[config.mk]
export PLATFORM = sky130hd
export DESIGN_NAME = mini_alu_16bit_sub_result_fifo
export DESIGN_NICKNAME = d
export VERILOG_FILES = /design/src/rtl/mini_alu_pkg.sv /design/src/rtl/mini_alu_sat_counter.sv /design/src/rtl/mini_alu_16bit_sub_result_fifo.sv
export SDC_FILE = /design/constraint.sdc
export NUM_CORES = 1
export LEC_CHECK = 0
export ABC_CLOCK_PERIOD_IN_PS = 2750
export BUFFER_PORTS_ARGS = -buffer_cell sky130_fd_sc_hd__buf_2
export CORE_ASPECT_RATIO = 1.5
export CORE_MARGIN = 5
export CORE_UTILIZATION = 56
export DETAILED_ROUTE_END_ITERATION = 8
export PLACE_DENSITY = 0.79
export SYNTH_ARGS = -nofsm -noshare
export SYNTH_HDL_FRONTEND = slang
export SYNTH_SLANG_ARGS = --single-unit
[constraint.sdc]
create_clock -name clk -period 2.75 [get_ports clk]
set_clock_uncertainty 0.2 [all_clocks]
set_input_delay 0.275 -clock clk [delete_from_list [all_inputs] [get_ports clk]]
set_output_delay 0.275 -clock clk [all_outputs]
set_load 0.1 [all_outputs]
[src/rtl/mini_alu_pkg.sv]
// Shared mini-ALU definitions: datapath width and the {ovf, diff} result entry
// exchanged between the subtractor and its result FIFO.
package mini_alu_pkg;
  localparam int ALU_W   = 16;
  localparam int ENTRY_W = ALU_W + 1;

  typedef struct packed {
    logic             ovf;
    logic [ALU_W-1:0] diff;
  } alu_result_t;
endpackage

[src/rtl/mini_alu_sat_counter.sv]
// Saturating event counter; a clear coinciding with an increment restarts at one
// so the event that arrives with the clear is not lost.
module mini_alu_sat_counter #(
  parameter int W = 8
) (
  input  logic         clk,
  input  logic         rst,
  input  logic         inc,
  input  logic         clr,
  output logic [W-1:0] count
);
  always_ff @(posedge clk or posedge rst) begin
    if (rst)                      count <= '0;
    else if (clr)                 count <= inc ? W'(1) : '0;
    else if (inc && count != '1)  count <= count + W'(1);
  end
endmodule

[src/rtl/mini_alu_16bit_sub_result_fifo.sv]
// Show-ahead result FIFO behind the 16-bit subtractor, with sticky overflow flag
// and saturating overflow-event counter.
module mini_alu_16bit_sub_result_fifo
  import mini_alu_pkg::*;
#(
  parameter int WIDTH     = ALU_W,
  parameter int DEPTH     = 4,
  parameter int OVF_CNT_W = 8,
  localparam int PW = $clog2(DEPTH),
  localparam int LW = PW + 1
) (
  input  logic                 clk,
  input  logic                 rst,
  input  logic [WIDTH-1:0]     in_diff,
  input  logic                 in_overflow,
  input  logic                 in_valid,
  output logic                 in_ready,
  output logic [WIDTH-1:0]     out_data,
  output logic                 out_overflow,
  output logic                 out_valid,
  input  logic                 out_ready,
  input  logic                 clr_ovf,
  output logic                 ovf_sticky,
  output logic [OVF_CNT_W-1:0] ovf_count,
  output logic [LW-1:0]        level
);
  logic [WIDTH:0]  mem [DEPTH];
  logic [PW-1:0]   rd_ptr, wr_ptr;
  logic            push, pop, ovf_evt;
  logic [WIDTH:0]  head;

  // Full/empty come from level alone, so in_ready never sees out_ready.
  assign in_ready  = (level != LW'(DEPTH));
  assign out_valid = (level != '0);
  assign push      = in_valid & in_ready;
  assign pop       = out_valid & out_ready;
  assign ovf_evt   = push & in_overflow;

  // Storage is not reset; the head is masked to zero while empty instead.
  assign head         = out_valid ? mem[rd_ptr] : '0;
  assign out_data     = head[WIDTH-1:0];
  assign out_overflow = head[WIDTH];

  always_ff @(posedge clk) begin
    if (push) mem[wr_ptr] <= {in_overflow, in_diff};
  end

  always_ff @(posedge clk or posedge rst) begin
    if (rst) begin
      rd_ptr <= '0;
      wr_ptr <= '0;
      level  <= '0;
    end else begin
      if (push) wr_ptr <= wr_ptr + PW'(1);
      if (pop)  rd_ptr <= rd_ptr + PW'(1);
      case ({push, pop})
        2'b10:   level <= level + LW'(1);
        2'b01:   level <= level - LW'(1);
        default: level <= level;
      endcase
    end
  end

  always_ff @(posedge clk or posedge rst) begin
    if (rst)          ovf_sticky <= 1'b0;
    else if (ovf_evt) ovf_sticky <= 1'b1;
    else if (clr_ovf) ovf_sticky <= 1'b0;
  end

  mini_alu_sat_counter #(.W(OVF_CNT_W)) u_ovf_cnt (
    .clk   (clk),
    .rst   (rst),
    .inc   (ovf_evt),
    .clr   (clr_ovf),
    .count (ovf_count)
  );
endmodule

**Yosys cells after proc, flatten, opt, wreduce, memory -nomap -nowiden**

Memories as Yosys holds them, arrays and structs flattened.
Cells that the tools add are included.

- Register bits: 16
- Output and inout port bits: 31
- RAM bits: 68
- Memories: 1
- Input port bits: 22

- Reduce and logical (&&, ||, !) cells: 5
- Bitwise logic cells: 3
- Muxes and demuxes: 9
- Add/sub/neg operators: 5
- Equality and inequality tests: 4

Memory list:

| memory | words | width | rd ports | clocked after memory_dff | write ports | line | text |
|---|---|---|---|---|---|---|---|
| mem | 4 | 17 | 1 | 0 | 1 | mini_alu_16bit_sub_result_fifo.sv:27 | `logic [WIDTH:0] mem [DEPTH];` |

Operators by type and width:

| operator | count |
|---|---|
| 17-bit two-way mux | 1 |
| 8-bit two-way mux | 2 |
| 8-bit by 1-bit adder with 8-bit output (second input constant) | 1 |
| 8-bit != test (second input constant) | 1 |
| 3-bit case mux with 2 select lines | 1 |
| 2-bit nonzero test | 3 |
| 1-bit two-way mux | 5 |
| 2-bit by 1-bit adder with 2-bit output (second input constant) | 2 |
| 3-bit by 1-bit adder with 3-bit output (second input constant) | 1 |
| 1-bit bitwise AND | 3 |
| 3-bit != test (second input constant) | 1 |
| 3-bit nonzero test | 1 |
| 3-bit by 1-bit subtractor with 3-bit output (second input constant) | 1 |
| 2-bit by 1-bit equality test with 1-bit output (second input constant) | 1 |
| 2-bit equality test (second input constant) | 1 |
| 1-bit logical AND | 1 |

**Depth between registers and ports, before layout**

- Depth in word-level cells: 6
- Depth in mapped cells: 9

**Hierarchy**

Synthesis repeated with hierarchy kept, for this count alone.

- Cell total of the unflattened synthesis: 198
- Area total of the unflattened synthesis: 3507.1 sq um

Modules (own cells, without submodules):

| module | cells each | instances | area an instance (sq um) |
|---|---|---|---|
| mini_alu_16bit_sub_result_fifo | 151 | 1 | 3056.7 |
| mini_alu_sat_counter | 47 | 1 | 450.4 |

**Least setup slack after synthesis**

OpenSTA, ideal clock, no wires.

- Kind: register to output
- Start: register level[0]
- End: output port out_data[10]
- Data required time: 2.275 ns
- Setup slack: -0.970 ns
- Cell stages (with the launch flop): 5
- Arrival time: 3.245 ns
- Cell sequence: dfrtp_1 or3_1 clkbuf_1 clkbuf_1 and2_1

- Word-level cells in the longest chain between the ends: 2

RTL lines:

| element | line | text |
|---|---|---|
| start, declared | mini_alu_16bit_sub_result_fifo.sv:25 | `output logic [LW-1:0] level` |
| start signal, assigned | mini_alu_16bit_sub_result_fifo.sv:57 | `2'b10: level <= level + LW'(1);` |
| start signal, assigned | mini_alu_16bit_sub_result_fifo.sv:58 | `2'b01: level <= level - LW'(1);` |
| start signal, assigned | mini_alu_16bit_sub_result_fifo.sv:59 | `default: level <= level;` |
| 3-bit nonzero test | mini_alu_16bit_sub_result_fifo.sv:34 | `assign out_valid = (level != '0);` |
| via out_valid | mini_alu_16bit_sub_result_fifo.sv:20 | `output logic out_valid,` |
| 17-bit two-way mux | mini_alu_16bit_sub_result_fifo.sv:40 | `assign head = out_valid ? mem[rd_ptr] : '0;` |
| end, declared | mini_alu_16bit_sub_result_fifo.sv:18 | `output logic [WIDTH-1:0] out_data,` |

The timed path passes the listed nets, and every way through them passes these cells.

**Worst setup path in the final report**

- Start: register rd_ptr[0]
- End: output port out_data[11]

- Word-level cells in the longest chain between the ends: 2

RTL lines:

| element | line | text |
|---|---|---|
| start, declared | mini_alu_16bit_sub_result_fifo.sv:28 | `logic [PW-1:0] rd_ptr, wr_ptr;` |
| start signal, assigned | mini_alu_16bit_sub_result_fifo.sv:55 | `if (pop) rd_ptr <= rd_ptr + PW'(1);` |
| memory read 4 x 17 bit | n/a |  |
| 17-bit two-way mux | mini_alu_16bit_sub_result_fifo.sv:40 |  |

No other way between the ends.

==> results.py <==
metrics = {
    "sta": {
        "fmax_ghz": 0.404,
        "finalSetupViolCount": 0,
        "rsz0062_at_grt": "no",
        "setup_slack_ps": 275,
        "finalHoldViolCount": 0,
        "post-route-period-util_pct": 90.0,
        "tightest_slew_ps": 882,
        "slew_viol_final": 0,
        "min_period_ps": 2470,
        "setup_tns_ps": 0,
        "relSlewSlack_pct": 41.2,
    },
    "route": {
        "drt_wl_total_mm": 6.03,
        "drc": 0,
        "vias": 1930,
        "drt-vias-per-instance": 5.44,
        "antenna_left": 0,
        "firstDrtPassIters": 4,
        "wl_per_cell_um": 17.0,
        "drt_iter0_drc": 129,
    },
    "synth": {
        "synth_area_um2": 3480,
        "synthFlopType": "edfxtp_1",
        "synth_top_area_share_pct": 58.7,
        "synth_seq_area_share_pct": 70.2,
        "synth_nets": 229,
        "synth_compound_area_share_pct": 2.84,
        "yosysTopAreaCell": "edfxtp_1",
        "yosys-top-cells-area": "edfxtp_1, dfrtp_1, mux4_2, and2_1, ha_1",
        "syn_avg_cell_area_um2": 17.4,
        "synthMuxAreaShare_pct": 11.9,
        "synth_top_family_by_area": "multiplexers",
        "synthSimpleGateAreaFrac_pct": 8.77,
        "ys_async_sr_fraction_pct": 19.0,
        "yosysWarnings": 0,
        "synth_common_cells": "edfxtp_1, and2_1, mux4_2, dfrtp_1, inv_1",
        "yosysMostFrequentCell": "edfxtp_1",
        "synthAdderAreaFrac_pct": 2.73,
        "ys_ff_latch": 84,
        "yosysUniqueCellTypes": 39,
        "synth_xor_area_share_pct": 1.51,
        "synthCells": 200,
        "synth_edf_count": 68,
    },
    "place": {
        "port_buffers": 52,
        "placed_cell_area_um2": 3860,
        "post-place-ws_ps": 390,
        "dpl.hpwl_mm": 4.09,
        "place.gp.congestion": 0.779,
    },
    "floorplanning": {
        "pin_count": 53,
        "die_h_um": 107,
        "die_x_um": 74.4,
        "core_um2": 6090,
        "placementRows": 35,
        "die_area_um2": 7920,
        "initial_core_util_pct": 57.2,
    },
    "hold_path": {
        "whs_path_depth": 2,
        "hold_path.class": "in2reg",
        "min-delay-start": "clr_ovf",
        "hold_end": "u_ovf_cnt.count[5]",
    },
    "clock_network": {
        "clk_pin_slew_ps": 80,
        "cts_buffers": 9,
        "clock_latency_ps": 340,
        "cts_root_buf": "clkbuf_8",
        "cts_buffer_depth": 2,
        "cts_tree": "done",
        "ctsHtreeMaxLevel": 3,
        "clkSinkCount": 84,
    },
    "global_route": {
        "grt_pass1_wl_mm": 9.94,
        "grt_pass1_vias": 2017,
        "antenna_found_initial": 0,
        "grt-ovfl-total": 0,
        "globalRouteTotalUtil_pct": 17.5,
        "grt_max_degree": 19,
    },
    "final_layout": {
        "drive_gt1_share_pct": 36.3,
        "antenna_cells": 0,
        "final_area_um2": 4220,
        "nets": 305,
        "synthToLayoutAreaGrowth_pct": 21.3,
    },
    "critical_path": {
        "rr_worst_depth": 9,
        "worst_ep_arrival_time_ps": 2000,
        "critPathBufInv": 2,
        "worstSetupPathType": "reg2out",
        "r2r-start": "level[0]",
        "crit_path_max_fanout": 17,
        "timing.rr.end": "level[2]",
        "end_kind": "output pin",
        "cp.required_ps": 2280,
        "slowest_delay_ps": 510,
        "worstSetupStartpointType": "register",
        "slowest_stage": "mux4_2",
        "path_cells": "buf_12 -> mux4_2 -> and2_2 -> buf_2",
        "reg2reg_slack_ps": 390,
        "path_delay_family": "buffers and inverters",
    },
    "job": {
        "maxCapViolations": 0,
    },
    "outcome": {
        "status": "completed",
    },
}
-- per-stage QoR --
| stage | cells | utilization [%] | hold slack, ps |
|---|---|---|---|
| global placement | 322 | 63.5 | 184 |
| global route | 355 | 69.4 | 21.6 |
| finish | 355 | 69.4 | 21.7 |
| floorplan | 200 | - | -11.4 |
| detailed placement | 322 | 63.5 | 183 |
| CTS | 355 | 69.4 | 7.14 |
-- area by class of cell --
type	instances	area, um^2
Sequential cell	84	2450
Fill cell	405	1870
Multi-Input combinational cell	99	983
Timing Repair Buffer	72	465
Clock buffer	9	124
Tap cell	74	92.6
Clock inverter	7	65.1
Inverter	10	42.5
-- how the worst max path moves through the flow --
stage	startpoint	to	slack, ps	depth (start not counted)
2_1_floorplan	level[0]	level[2]	40	9
3_3_place_gp	level[0]	level[2]	450	9
3_5_place_dp	level[0]	level[2]	390	9
4_1_cts	rd_ptr[0]	out_data[14]	240	4
5_1_grt	rd_ptr[0]	out_data[9]	170	4
6_report	rd_ptr[0]	out_data[11]	280	4
-- placed cells by master, fill, tap and decap left out, drive strengths merged, types with 7 or more instances in the layout --
cell,synthesis,layout
buf,3,55
dfrtp,16,16
and2,18,18
mux4,17,17
inv,9,11
clkbuf,4,9
nor2,7,7
dlygate4sd3,0,17
edfxtp,68,68
nand2,7,7
-- timing repair --
item                                    in CTS  in global routing
gates resized for setup                      0                  0
setup buffers                                0                  0
endpoints found under the hold margin       80                  0
hold buffers                                17                  0
endpoints found under the setup margin       0                  0
-- cell families (layout without fill, tap and decap cells) --
group	after synthesis	after routing
flip-flops	84	84
AND/OR/NAND/NOR	52	52
multiplexers	20	20
buffers and inverters	17	98
AO/OA/AOI/OAI	14	14
adder cells (fa/ha/maj)	7	7
XOR/XNOR	6	6
-- metal layers --
layer  vias up  GRT usage (%)  wire [um]
met2        48           29.4       3290
li1        923              -          -
met3        11           4.45        279
met5         -              0          0
met1       948           20.9       2340
met4         0           7.12        112
-- state kept, by name, indices dropped and copies added, names as in the netlist --
register / flops
ovf_sticky: 1
level: 3
rd_ptr: 2
u_ovf_cnt.count: 8
wr_ptr: 2
mem: 68
Power is not shown: default switching activity piles up to over one toggle a cycle in this logic, so the estimate is an artifact.
